--- src/rtl/latch_bank_write_ctrl_pkg.sv ---
// Shared types, default sizing and helper functions for the latch bank write controller.
package latch_ctrl_pkg;

  typedef enum logic [1:0] {
    IDLE,
    SETUP,
    GATE,
    HOLD
  } state_t;

  localparam int DEF_NUM_REQ  = 4;
  localparam int DEF_WIDTH    = 8;
  localparam int DEF_DEPTH    = 4;
  localparam int DEF_ADDR_W   = 2;
  localparam int DEF_GATE_CYC = 1;
  localparam int DEF_HOLD_CYC = 1;

  function automatic int unsigned clog2(input int unsigned v);
    int unsigned r;
    r = 0;
    for (int unsigned p = 1; p < v; p = p << 1) r++;
    return r;
  endfunction

  function automatic int unsigned max2(input int unsigned a, input int unsigned b);
    return (a > b) ? a : b;
  endfunction

endpackage

--- src/rtl/latch_bank_write_ctrl_if.sv ---
// Requester/latch-bank bus for the write controller; slave is the controller side.
interface latch_bank_write_ctrl_if
  import latch_ctrl_pkg::*;
#(
  parameter int NUM_REQ = DEF_NUM_REQ,
  parameter int WIDTH   = DEF_WIDTH,
  parameter int DEPTH   = DEF_DEPTH,
  parameter int ADDR_W  = DEF_ADDR_W
);

  logic [NUM_REQ-1:0]        req;
  logic [NUM_REQ*ADDR_W-1:0] req_addr;
  logic [NUM_REQ*WIDTH-1:0]  req_data;
  logic [NUM_REQ-1:0]        gnt;
  logic [NUM_REQ-1:0]        ack;
  logic                      err;
  logic [DEPTH-1:0]          latch_en;
  logic [WIDTH-1:0]          latch_d;
  logic                      busy;

  modport master (
    output req, req_addr, req_data,
    input  gnt, ack, err, latch_en, latch_d, busy
  );

  modport slave (
    input  req, req_addr, req_data,
    output gnt, ack, err, latch_en, latch_d, busy
  );

endinterface

--- src/rtl/latch_bank_write_ctrl_rr_arbiter.sv ---
// Combinational round-robin pick: first requester at or after ptr, modulo NUM_REQ.
module rr_arbiter
  import latch_ctrl_pkg::*;
#(
  parameter int NUM_REQ = DEF_NUM_REQ,
  localparam int PTR_W  = clog2(NUM_REQ)
) (
  input  logic [NUM_REQ-1:0] req,
  input  logic [PTR_W-1:0]   ptr,
  input  logic               en,
  output logic [NUM_REQ-1:0] grant,
  output logic [PTR_W-1:0]   winner
);

  localparam int unsigned N = NUM_REQ;

  logic             found;
  logic [PTR_W-1:0] idx;

  always_comb begin
    grant  = '0;
    winner = '0;
    found  = 1'b0;
    idx    = '0;
    for (int unsigned k = 0; k < N; k++) begin
      idx = PTR_W'((32'(ptr) + k) % N);
      if (en && !found && req[idx]) begin
        found      = 1'b1;
        grant[idx] = 1'b1;
        winner     = idx;
      end
    end
  end

endmodule

--- src/rtl/latch_bank_write_ctrl.sv ---
// Arbitrates requesters onto a latch bank and sequences each write as setup, gate pulse, hold.
module latch_bank_write_ctrl
  import latch_ctrl_pkg::*;
#(
  parameter int NUM_REQ  = DEF_NUM_REQ,
  parameter int WIDTH    = DEF_WIDTH,
  parameter int DEPTH    = DEF_DEPTH,
  parameter int ADDR_W   = DEF_ADDR_W,
  parameter int GATE_CYC = DEF_GATE_CYC,
  parameter int HOLD_CYC = DEF_HOLD_CYC
) (
  input logic                   clock,
  input logic                   reset,
  latch_bank_write_ctrl_if.slave bus
);

  localparam int unsigned N     = NUM_REQ;
  localparam int unsigned PTR_W = clog2(NUM_REQ);
  localparam int unsigned CNT_W = clog2(max2(GATE_CYC, HOLD_CYC) + 1);

  state_t               state;
  logic [CNT_W-1:0]     cnt;
  logic [PTR_W-1:0]     ptr;
  logic [ADDR_W-1:0]    addr_q;
  logic                 bad_q;
  logic [NUM_REQ-1:0]   gnt_q;
  logic [NUM_REQ-1:0]   ack_q;
  logic                 err_q;
  logic [DEPTH-1:0]     en_q;
  logic [WIDTH-1:0]     d_q;
  logic                 busy_q;

  logic [NUM_REQ-1:0]   arb_grant;
  logic [PTR_W-1:0]     arb_winner;
  logic [ADDR_W-1:0]    sel_addr;
  logic [WIDTH-1:0]     sel_data;
  logic                 sel_bad;
  logic [PTR_W-1:0]     next_ptr;
  logic [DEPTH-1:0]     dec;

  rr_arbiter #(
    .NUM_REQ(NUM_REQ)
  ) u_arb (
    .req    (bus.req),
    .ptr    (ptr),
    .en     (state == IDLE),
    .grant  (arb_grant),
    .winner (arb_winner)
  );

  always_comb begin
    sel_addr = bus.req_addr[arb_winner*ADDR_W +: ADDR_W];
    sel_data = bus.req_data[arb_winner*WIDTH +: WIDTH];
    sel_bad  = (32'(sel_addr) >= 32'(DEPTH));
    next_ptr = PTR_W'((32'(arb_winner) + 1) % N);
  end

  // An out-of-range address matches no bit, so the gate stays low on its own.
  always_comb begin
    dec = '0;
    for (int unsigned i = 0; i < 32'(DEPTH); i++) dec[i] = (32'(addr_q) == i);
  end

  // latch_d only loads on the grant edge, while latch_en is guaranteed low.
  always_ff @(posedge clock) begin
    if (reset) begin
      state  <= IDLE;
      cnt    <= '0;
      ptr    <= '0;
      addr_q <= '0;
      bad_q  <= 1'b0;
      gnt_q  <= '0;
      ack_q  <= '0;
      err_q  <= 1'b0;
      en_q   <= '0;
      d_q    <= '0;
      busy_q <= 1'b0;
    end else begin
      ack_q <= '0;
      err_q <= 1'b0;
      case (state)
        IDLE: begin
          if (|arb_grant) begin
            state  <= SETUP;
            gnt_q  <= arb_grant;
            ptr    <= next_ptr;
            addr_q <= sel_addr;
            bad_q  <= sel_bad;
            d_q    <= sel_data;
            busy_q <= 1'b1;
          end
        end
        SETUP: begin
          state <= GATE;
          cnt   <= CNT_W'(GATE_CYC - 1);
          en_q  <= dec;
        end
        GATE: begin
          if (cnt == '0) begin
            state <= HOLD;
            en_q  <= '0;
            cnt   <= CNT_W'(HOLD_CYC - 1);
            if (HOLD_CYC == 1) begin
              ack_q <= gnt_q;
              err_q <= bad_q;
            end
          end else begin
            cnt <= cnt - 1'b1;
          end
        end
        HOLD: begin
          if (cnt == '0) begin
            state  <= IDLE;
            gnt_q  <= '0;
            busy_q <= 1'b0;
          end else begin
            cnt <= cnt - 1'b1;
            if (cnt == CNT_W'(1)) begin
              ack_q <= gnt_q;
              err_q <= bad_q;
            end
          end
        end
        default: state <= IDLE;
      endcase
    end
  end

  assign bus.gnt      = gnt_q;
  assign bus.ack      = ack_q;
  assign bus.err      = err_q;
  assign bus.latch_en = en_q;
  assign bus.latch_d  = d_q;
  assign bus.busy     = busy_q;

endmodule
--- src/flat_wrapper.sv ---
// flat-port wrapper written by rule: the top's interface ports become plain ports
module latch_bank_write_ctrl_flat import latch_ctrl_pkg::*;
#(
  parameter int NUM_REQ  = DEF_NUM_REQ,
  parameter int WIDTH    = DEF_WIDTH,
  parameter int DEPTH    = DEF_DEPTH,
  parameter int ADDR_W   = DEF_ADDR_W,
  parameter int GATE_CYC = DEF_GATE_CYC,
  parameter int HOLD_CYC = DEF_HOLD_CYC
)
  (clock, reset, bus_req, bus_req_addr, bus_req_data, bus_gnt, bus_ack, bus_err, bus_latch_en, bus_latch_d, bus_busy);
  latch_bank_write_ctrl_if #(.NUM_REQ(NUM_REQ), .WIDTH(WIDTH), .DEPTH(DEPTH), .ADDR_W(ADDR_W)) bus_i ();
  input logic clock;
  input logic reset;
  input wire logic [$bits(bus_i.req)-1:0] bus_req;
  input wire logic [$bits(bus_i.req_addr)-1:0] bus_req_addr;
  input wire logic [$bits(bus_i.req_data)-1:0] bus_req_data;
  output wire logic [$bits(bus_i.gnt)-1:0] bus_gnt;
  output wire logic [$bits(bus_i.ack)-1:0] bus_ack;
  output wire logic [$bits(bus_i.err)-1:0] bus_err;
  output wire logic [$bits(bus_i.latch_en)-1:0] bus_latch_en;
  output wire logic [$bits(bus_i.latch_d)-1:0] bus_latch_d;
  output wire logic [$bits(bus_i.busy)-1:0] bus_busy;
  assign bus_i.req = bus_req;
  assign bus_i.req_addr = bus_req_addr;
  assign bus_i.req_data = bus_req_data;
  assign bus_gnt = bus_i.gnt;
  assign bus_ack = bus_i.ack;
  assign bus_err = bus_i.err;
  assign bus_latch_en = bus_i.latch_en;
  assign bus_latch_d = bus_i.latch_d;
  assign bus_busy = bus_i.busy;
  latch_bank_write_ctrl #(.NUM_REQ(NUM_REQ), .WIDTH(WIDTH), .DEPTH(DEPTH), .ADDR_W(ADDR_W), .GATE_CYC(GATE_CYC), .HOLD_CYC(HOLD_CYC)) u_core (.clock(clock), .reset(reset), .bus(bus_i));
endmodule
--- config.mk ---
export PLATFORM = sky130hd
export DESIGN_NAME = latch_bank_write_ctrl_flat
export DESIGN_NICKNAME = d
export VERILOG_FILES = /design/src/rtl/latch_bank_write_ctrl_pkg.sv /design/src/rtl/latch_bank_write_ctrl_if.sv /design/src/rtl/latch_bank_write_ctrl_rr_arbiter.sv /design/src/rtl/latch_bank_write_ctrl.sv /design/src/flat_wrapper.sv
export SDC_FILE = /design/constraint.sdc
export NUM_CORES = 1
export LEC_CHECK = 0
export BUFFER_PORTS_ARGS = -buffer_cell sky130_fd_sc_hd__buf_2
export CAP_MARGIN = 20
export CORE_AREA = 4 4 79 81
export CTS_CLUSTER_SIZE = 30
export DETAILED_ROUTE_END_ITERATION = 10
export DIE_AREA = 0 0 83 85
export PLACE_DENSITY = 0.69
export SETUP_SLACK_MARGIN = 0.1
export SLEW_MARGIN = 20
export SYNTH_ARGS = -nofsm -noshare
export SYNTH_HDL_FRONTEND = slang
export SYNTH_SLANG_ARGS = --single-unit
--- constraint.sdc ---
create_clock -name clock -period 3.85 [get_ports clock]
set_input_delay 0.1925 -clock clock [delete_from_list [all_inputs] [get_ports clock]]
set_output_delay 0.1925 -clock clock [all_outputs]
set_load 0.005 [all_outputs]
==> flow_summary_export.csv, run 1 <==
group,metric,value,unit
route,vias,2412,
min_path,hp-start,"reset",
critical_path,slowest_stage,"mux4_2",
final_layout,layout_commonest_cell,"buf_2",
die,fp.dieH,85,µm
critical_path,worstPathRequired,4.03,ns
pwr,power.internal,0.00129,W
clocking,clk_latency,0.27,ns
die,num_rows,27,
sta,skew,0.00392,ns
final_layout,fillers,558,
global_routing,antenna_found_initial,0,
final_layout,drive_gt1_share,32.5,%
clocking,clk_pin_slew,0.09,ns
sta,worst_pin_slew,0.852,ns
placed_design,gp_congestion,0.828,
pwr,p_total,0.00256,W
die,ios,68,
yosys,synth_edf_count,0,
pwr,power_density,900,nW/µm²
clocking,cts_sinks,27,
pwr,pwr-share-seq,17.4,%
pwr,combPwrFrac,76.3,%
sta,fin_tns_setup,0,ns
placed_design,dp_hpwl,4.82,mm
critical_path,crit_type,"reg2reg",
placed_design,port_buffers,66,
critical_path,path_cells,"inv_1 > ha_1 > mux4_2 > nor2b_1 > o21a_1 > mux2i_1 > o21ai_0 > nand3_1 > a311oi_1",
global_routing,grt-ovfl-total,0,
die,core,5470,µm²
pwr,p_leak,1.18,nW
sta,setup_viol,0,
yosys,postSynthAreaPerCell,8.29,µm²
route,wl_per_cell,14.9,µm
sta,finalMaxSlewViolations,0,
sta,hold_ws,0.371,ns
final_layout,fin_cells,420,
yosys,syn-cell-area,2420,µm²
yosys,synth_cell_types,50,
run_status,status,"finished, final reports clean",
yosys,synth_nets,350,
clocking,tritoncts,"built",
final_layout,multi_input_area,1710,µm²
clocking,htree_levels,1,
pwr,vdd_drop_max,0.432,mV
sta,period_share,87.0,%
flow_run,drv_cap,0,
clocking,post-cts-setup-buffers,0,
sta,fmax,0.299,GHz
route,vias_per_cell,5.74,
clocking,hold_buffers,0,
critical_path,max_stage_delay,0.64,ns
final_layout,area_growth,17.6,%
critical_path,r2r-start,"u_core.ptr[1]",
min_path,hold-path-endpoint,"u_core.bus.latch_en[0]",
final_layout,most-common-layout-cells,"66 x buf_2, 33 x o21ai_0, 33 x nor2_1, 27 x dfxtp_1, 22 x mux2i_1",
sta,hold_viol,0,
critical_path,end_kind,"register",
placed_design,dp_cells,416,
sta,timing.slew.headroom,43.1,%
critical_path,crit_fanout,11,
route,dr.pass1.iters,4,
final_layout,register_area,541,µm²
yosys,syn_inst,292,
sta,grt_setup_unrepaired,"no",
critical_path,arrival,3.53,ns
critical_path,critPathLaunchType,"register",
clocking,cts_buffers,3,
critical_path,r2r_slack,0.50,ns
yosys,synth_ff_type,"dfxtp_1",
global_routing,grt_pass1_wl,10.4,mm
critical_path,reg2reg_depth,9,
clocking,cts-root-buf,"clkbuf_8",
clocking,cts_resized,0,
yosys,ys_seq_area_share,22.3,%
yosys,async_reset_ff_share,0,%
global_routing,grt_usage,17.1,%
yosys,yosysWarnings,0,
global_routing,grt_pass1_vias,2177,
final_layout,nNetsFinal,407,
sta,min_period,3.35,ns
route,final_antenna_net_count,0,
die,die_area,7060,µm²
pwr,pwr-share-clk,6.2,%
pwr,power.switching,0.00128,W
min_path,hold_path_class,"in2reg",
route,drc_errors,0,
route,drtIter0Drc,155,
global_routing,grt_max_degree,27,
final_layout,diodes,0,
die,fp.dieW,83,µm
die,floorplan.initialDensity,44.2,%
min_path,min_path_cells,2,
yosys,yosys_register_bits,27,
critical_path,worstReg2RegEnd,"u_core.bus.latch_d[1]",
clocking,clockBufferDepth,2,
route,wirelength,6.24,mm
pwr,swShare,49.8,%
## layer usage
metal	GRT usage, %	wire, µm	up-vias
met5	0	0	-
met4	3.71	34	0
met3	1.65	426	2
met1	25.8	2990	1099
met2	26.1	2790	97
li1	-	-	1214
## synth_stat cells (all sizes together) (9+ instances only)
library cell / number / area (µm²)
o21ai: 35 / 175
o221a: 9 / 101
ha: 12 / 150
o221ai: 14 / 135
a311oi: 9 / 123
clkbuf: 14 / 52.6
buf: 9 / 65.1
nand3: 16 / 80.1
a21oi: 21 / 105
mux2i: 22 / 220
nor2: 33 / 124
dfxtp: 27 / 541
inv: 16 / 60.1
## logic make-up after synthesis
kind of cell / synth area share, %
buffers and inverters: 7.34
adder cells (fa/ha/maj): 6.20
AND/OR/NAND/NOR: 15.1
flip-flops: 22.3
multiplexers: 14.8
AO/OA/AOI/OAI: 33.6
XOR/XNOR: 0.362
other: 0.155
## metrics by stage
stage               setup slack (ns)  utilization [%]  instance area, µm²
global placement               0.362             51.0                2790
global route                   0.150             52.0                2850
CTS                            0.236             51.9                2840
finish                         0.501             52.0                2850
floorplan                      0.384                -                2420
detailed placement             0.251             51.0                2790
## power by group through the flow
| stage | Clock [W] | Combinational, W | Sequential (W) |
|---|---|---|---|
| 5_1_grt | 0.000176 | 0.00217 | 0.000463 |
| 4_1_cts | 0.000165 | 0.00194 | 0.000449 |
| 3_3_place_gp | 0 | 0.00189 | 0.000454 |
| 6_report | 0.000159 | 0.00196 | 0.000447 |
| 2_1_floorplan | 0 | 0.00157 | 0.000454 |
| 3_5_place_dp | 0 | 0.00193 | 0.000456 |
## sequential cells by signal, indices dropped and copies added, names as in the netlist
name	flops
u_core.bus.latch_d	8
u_core.bus.ack	4
u_core.bus.gnt	4
u_core.bus.latch_en	4
u_core.addr_q	2
u_core.ptr	2
u_core.state	2
u_core.bus.busy	1
## worst max-delay path, delay by kind of cell, from the launching register on
kind	cells	cell delay, ns
adders and majority gates	1	0.37
and+or+nand+nor	2	0.38
muxes	2	0.78
DFF	1	0.53
AOI/OAI and AO/OA	3	0.99
buffers and inverters	1	0.19
## worst max-delay path by stage
stage,from,to,slack [ns],depth (start not counted)
after floorplan,u_core.ptr[0],u_core.bus.latch_d[6],0.38,12
after global placement,u_core.ptr[1],u_core.bus.latch_d[6],0.36,7
after CTS,u_core.ptr[1],u_core.bus.latch_d[6],0.24,7
after global routing,u_core.ptr[1],u_core.addr_q[1],0.15,9
after detailed placement,u_core.ptr[1],u_core.bus.latch_d[6],0.25,7
final,u_core.ptr[1],u_core.bus.latch_d[1],0.50,9
## final cells by class
cell class,instances,area share [%]
sequential,27,19.0
clock inverter,1,0.176
timing repair buffer,75,14.0
tap,72,3.16
multi-input combinational,226,60.1
inverter,16,2.11
clock buffer,3,1.45
(Power assumes the default switching activity.)
==> inputs of run 2 (changes only) <==
ABC_AREA = 1   (was unset)
CORE_AREA = 4 4 72 74   (was 4 4 79 81)
DIE_AREA = 0 0 76 78   (was 0 0 83 85)
PLACE_DENSITY = 0.71   (was 0.69)
RECOVER_POWER = 100   (was unset)
==> run 2 against run 1 <==
Synthesized cell count grew 2.7%. Clock-buffer cell count rose by 1. Clock skew down 0.0013 ns. First-iteration DRC count decreased by 28%. Critical path depth up 6.
==> flow_summary_export.csv, run 2 <==
group,metric,value,unit
run_status,status,"finished, final reports clean",
global_routing,antenna_found_initial,0,
pwr,p_leak,1.19,nW
sta,fmax,0.325,GHz
placed_design,dp_hpwl,3.86,mm
die,die_area,5930,µm²
sta,hold_viol,0,
pwr,swShare,54.6,%
die,ios,68,
clocking,hold_buffers,0,
final_layout,nNetsFinal,417,
critical_path,max_stage_delay,0.52,ns
route,vias_per_cell,4.98,
pwr,power.internal,0.000952,W
clocking,clk_latency,0.26,ns
flow_run,drv_cap,0,
sta,grt_setup_unrepaired,"no",
pwr,pwr-share-clk,7.6,%
sta,period_share,79.9,%
yosys,syn_inst,300,
clocking,cts_sinks,27,
route,final_antenna_net_count,0,
yosys,yosys_register_bits,27,
clocking,clockBufferDepth,2,
clocking,htree_levels,1,
global_routing,grt_usage,16.5,%
yosys,yosysWarnings,0,
critical_path,crit_fanout,22,
route,wl_per_cell,11.8,µm
critical_path,path_buf_inv,3,
final_layout,drive_gt1_share,22.3,%
critical_path,worstPathRequired,4.06,ns
final_layout,diodes,0,
critical_path,path_cells,"inv_1 > ha_1 > inv_1 > nand3_1 > nand2_1 > nand3_1 > nor2_4 > nor2_1 > nand2_2 > nand2_2 > inv_1 > nand2_1 > nand3_1 > nand2_1 > nor2_1",
global_routing,grt_pass1_wl,8.48,mm
route,dr.pass1.iters,4,
sta,layout_setup_ws,0.775,ns
sta,min_period,3.07,ns
sta,timing.slew.headroom,58.9,%
clocking,cts_resized,0,
final_layout,most-common-layout-cells,"88 x nand2_1, 65 x nand3_1, 57 x buf_2, 27 x dfxtp_1, 22 x inv_1",
die,fp.dieH,78,µm
sta,setup_viol,0,
clocking,cts-root-buf,"clkbuf_8",
die,num_rows,25,
yosys,ys_top_cells_by_area,"dfxtp_1 27%, nand2_1 17%, nand3_1 16%",
yosys,yosys.area.top_type,"dfxtp_1",
critical_path,cp_top_family,"simple AND/OR/NAND/NOR gates",
critical_path,end_kind,"register",
die,fp.dieW,76,µm
critical_path,critPathLaunchType,"register",
global_routing,grt_pass1_vias,1877,
sta,skew,0.00266,ns
route,wirelength,4.88,mm
die,floorplan.initialDensity,43.0,%
clocking,tritoncts,"built",
pwr,pwr-share-seq,21.0,%
yosys,async_reset_ff_share,0,%
yosys,synth_ff_type,"dfxtp_1",
pwr,power.switching,0.00114,W
sta,finalMaxSlewViolations,0,
clocking,clk_pin_slew,0.09,ns
final_layout,fin_cells,412,
final_layout,largest_reg_flops,8,
yosys,synth_cell_types,26,
die,core,4600,µm²
critical_path,slowest_stage,"dfxtp_1",
yosys,syn-cell-area,1980,µm²
yosys,synth_top_area_share,27.3,%
yosys,postSynthAreaPerCell,6.59,µm²
yosys,synth_edf_count,0,
final_layout,area_growth,16.7,%
final_layout,multi_input_area,1230,µm²
final_layout,layout_commonest_cell,"nand2_1",
clocking,post-cts-setup-buffers,0,
pwr,vdd_drop_max,0.405,mV
sta,fin_tns_setup,0,ns
placed_design,gp_congestion,0.892,
yosys,post-synth-top-count-cell,"nand2_1",
yosys,ys_seq_area_share,27.3,%
placed_design,dp_slack,0.934,ns
route,vias,2052,
placed_design,dp_cells,408,
yosys,yosys-top-cells-count,"88 x nand2_1, 63 x nand3_1, 27 x dfxtp_1",
critical_path,r2r_slack,0.78,ns
clocking,cts_buffers,3,
final_layout,register_area,541,µm²
critical_path,crit_type,"reg2reg",
sta,worst_pin_slew,0.616,ns
global_routing,grt_max_degree,23,
pwr,combPwrFrac,71.4,%
min_path,hold_path_class,"in2reg",
pwr,p_total,0.00210,W
yosys,synth_nets,358,
global_routing,grt-ovfl-total,0,
route,drc_errors,0,
pwr,power_density,908,nW/µm²
placed_design,port_buffers,66,
route,drtIter0Drc,112,
critical_path,arrival,3.29,ns
final_layout,fillers,480,
[run 2: changes by cell type after synthesis, moves of 6 or more]
cell / previous run / this run
o221ai_1: 12 / 0
mux2i_1: 22 / 0
nand3b_1: 0 / 8
o221a_2: 8 / 0
clkbuf_1: 14 / 3
a21oi_2: 0 / 10
a21oi_1: 21 / 5
a211oi_1: 6 / 0
nand4_1: 0 / 10
a311oi_2: 7 / 0
o21ai_0: 33 / 1
nor2_1: 33 / 15
nand2_1: 4 / 88
nand3_1: 16 / 63
[run 2: cells by family (layout without fill, tap and decap cells)]
| family | Yosys count | count (layout) | synth area share [%] |
|---|---|---|---|
| AO/OA/AOI/OAI | 19 | 19 | 6.83 |
| other | 1 | 1 | 0.190 |
| AND/OR/NAND/NOR | 202 | 202 | 49.1 |
| flip-flops | 27 | 27 | 27.3 |
| adder cells (fa/ha/maj) | 12 | 12 | 7.59 |
| buffers and inverters | 39 | 97 | 8.98 |
[run 2: power groups by stage]
stage	combinational, W	sequential [W]	clock, W
2_1_floorplan	0.00130	0.000439	0
3_3_place_gp	0.00154	0.000445	0
3_5_place_dp	0.00155	0.000448	0
4_1_cts	0.00156	0.000441	0.000163
5_1_grt	0.00174	0.000456	0.000178
6_report	0.00150	0.000440	0.000159
[run 2: layout make-up]
class | instances | share of cell area, %
clock buffers | 4 | 1.95
multi-input cells | 234 | 53.3
inverters | 26 | 4.23
repair buffers | 67 | 14.1
well taps | 54 | 2.93
flip-flops and latches | 27 | 23.4
[run 2: per-layer routing]
layer,GRT usage [%],vias to the layer above,share of wire (%)
li1,-,1102,-
met1,23.5,880,49
met2,26.0,68,43
met3,2.90,2,6.8
met4,3.20,0,0.53
met5,0,-,0
[run 2: path summary, 6_finish.rpt]
check,from,to,cells after the start
worst max-delay path,u_core.ptr[0],u_core.ptr[1],15
worst min-delay path,reset,u_core.bus.latch_en[0],2
worst max register to register,u_core.ptr[0],u_core.ptr[1],15
worst min register to register,u_core.bus.gnt[0],u_core.bus.ack[0],2
[run 2: per-stage QoR]
stage / hold slack (ns) / area [µm²] / utilization (%)
3_3_place_gp: 0.442 / 2300 / 50.1
2_1_floorplan: 0.378 / 1980 / -
4_1_cts: 0.215 / 2350 / 51.1
6_report: 0.215 / 2310 / 50.2
3_5_place_dp: 0.444 / 2300 / 50.1
5_1_grt: 0.238 / 2310 / 50.2
==> inputs of run 3 (changes only) <==
PLACE_DENSITY = 0.74   (was 0.71)
clock period = 2.5 ns   (was 3.85 ns; I/O delays follow)
==> run 3 against run 2 <==
Global-route usage fell by 1.1 points. Wire length rose by 5.3%. Register-to-register slack got worse by 0.51 ns. Setup slack got worse by 0.51 ns. Worst hold slack got worse by 0.077 ns. Largest power group unchanged.
==> flow_summary_export.csv, run 3 (synthesis results as in run 2) <==
group,metric,value,unit
sta,period_share,89.5,%
global_routing,grt_usage,15.4,%
run_status,status,"finished, final reports clean",
final_layout,area_growth,22.5,%
sta,worst_pin_slew,0.607,ns
critical_path,critPathLaunchType,"register",
sta,hold_viol,0,
sta,skew,0.00454,ns
pwr,vdd_drop_max,0.669,mV
route,wl_per_cell,12.1,µm
sta,timing.slew.headroom,59.5,%
placed_design,port_buffers,66,
clocking,hold_buffers,0,
die,floorplan.initialDensity,43.0,%
route,drc_errors,0,
sta,setup_viol,0,
final_layout,nNetsFinal,428,
clocking,cts_buffers,3,
critical_path,worstPathRequired,2.72,ns
sta,min_period,2.24,ns
min_path,hold_path_class,"in2reg",
die,num_rows,25,
sta,fmax,0.447,GHz
placed_design,dp_hpwl,3.93,mm
final_layout,most-common-layout-cells,"88 x nand2_1, 64 x nand3_1, 60 x buf_2, 27 x dfxtp_1, 18 x inv_1",
die,core,4600,µm²
sta,finalMaxSlewViolations,0,
critical_path,slowest_stage,"dfxtp_1",
clocking,cts_sinks,27,
final_layout,final_core_util,52.7,%
final_layout,fin_cells,423,
die,fp.dieW,76,µm
global_routing,grt_max_degree,23,
final_layout,largest_reg_flops,8,
final_layout,diodes,0,
clocking,clk_latency,0.28,ns
flow_run,drv_cap,0,
pwr,power_density,1460,nW/µm²
clocking,tritoncts,"built",
sta,fin_tns_setup,0,ns
clocking,htree_levels,1,
route,vias_per_cell,4.99,
die,ios,68,
critical_path,crit_fanout,15,
critical_path,crit_type,"reg2reg",
placed_design,dp_cells,413,
critical_path,end_kind,"register",
final_layout,layout_commonest_cell,"nand2_1",
clocking,clk_pin_slew,0.09,ns
pwr,p_leak,1.25,nW
global_routing,grt_pass1_wl,7.87,mm
route,vias,2112,
clocking,cts-root-buf,"clkbuf_8",
critical_path,path_buf_inv,4,
global_routing,grt_pass1_vias,1838,
sta,grt_setup_unrepaired,"no",
global_routing,grt-ovfl-total,0,
placed_design,gp_congestion,0.903,
route,drtIter0Drc,82,
route,dr.pass1.iters,4,
final_layout,drive_gt1_share,27.6,%
clocking,clockBufferDepth,2,
die,die_area,5930,µm²
critical_path,max_stage_delay,0.35,ns
critical_path,arrival,2.46,ns
route,wirelength,5.14,mm
route,final_antenna_net_count,0,
critical_path,path_cells,"inv_2 > ha_4 > inv_1 > nand3_1 > nand2_1 > nand3_2 > inv_2 > nand3_1 > nand3_1 > nor2_4 > nand2_4 > inv_2 > nand4_1 > nand2_1",
die,fp.dieH,78,µm
critical_path,cp_top_family,"simple AND/OR/NAND/NOR gates",
global_routing,antenna_found_initial,0,
-- run 3: timing repair --
item,in CTS,in global routing
buffers inserted,0,6
hold endpoints to repair,0,0
setup endpoints to repair,0,19
gates resized for setup,0,4
-- run 3: per-layer routing --
layer | global-route usage, % | part of all wire, % | vias to the layer above | routed length, µm
met5 | 0 | 0 | - | 0
met4 | 3.02 | 0.37 | 0 | 19
met3 | 3.71 | 6.9 | 2 | 353
met2 | 26.5 | 46 | 65 | 2380
met1 | 19.5 | 46 | 925 | 2380
li1 | - | - | 1120 | -
-- run 3: path summary, 6_finish.rpt --
| path | slack, ns | startpoint | cells after the start | to |
|---|---|---|---|---|
| setup / recovery | 0.26 | u_core.ptr[1] | 14 | u_core.bus.gnt[1] |
| hold / removal | 0.14 | reset | 2 | u_core.bus.latch_en[3] |
| setup reg to reg | 0.26 | u_core.ptr[1] | 14 | u_core.bus.gnt[1] |
| hold reg to reg | 0.46 | u_core.bus.gnt[1] | 2 | u_core.bus.ack[1] |
-- run 3: cell type report --
class | instances | area [µm²]
multi-input combinational | 234 | 1260
fill | 450 | 2180
clock buffer | 3 | 41.3
clock inverter | 1 | 5.00
tap | 54 | 67.6
timing repair buffer | 78 | 413
inverter | 26 | 97.6
sequential | 27 | 541
-- run 3: per-stage QoR --
stage                     setup slack [ns]  area [µm²]  power (W)  hold slack [ns]
final                                0.263        2420    0.00354            0.138
after CTS                            0.131        2390    0.00343            0.134
after detailed placement             0.152        2340    0.00317            0.430
after global routing                0.0719        2420    0.00393            0.151
after global placement               0.235        2340    0.00312            0.430
after floorplan                      0.289        1980    0.00267            0.311
-- run 3: power breakdown --
| part | total (W) | leakage (nW) | internal [W] | switching (W) |
|---|---|---|---|---|
| logic | 0.00264 | 1.01 | 0.000971 | 0.00167 |
| registers | 0.000655 | 0.222 | 0.000576 | 0.0000791 |
| clock network | 0.000246 | 0.0255 | 0.000112 | 0.000134 |
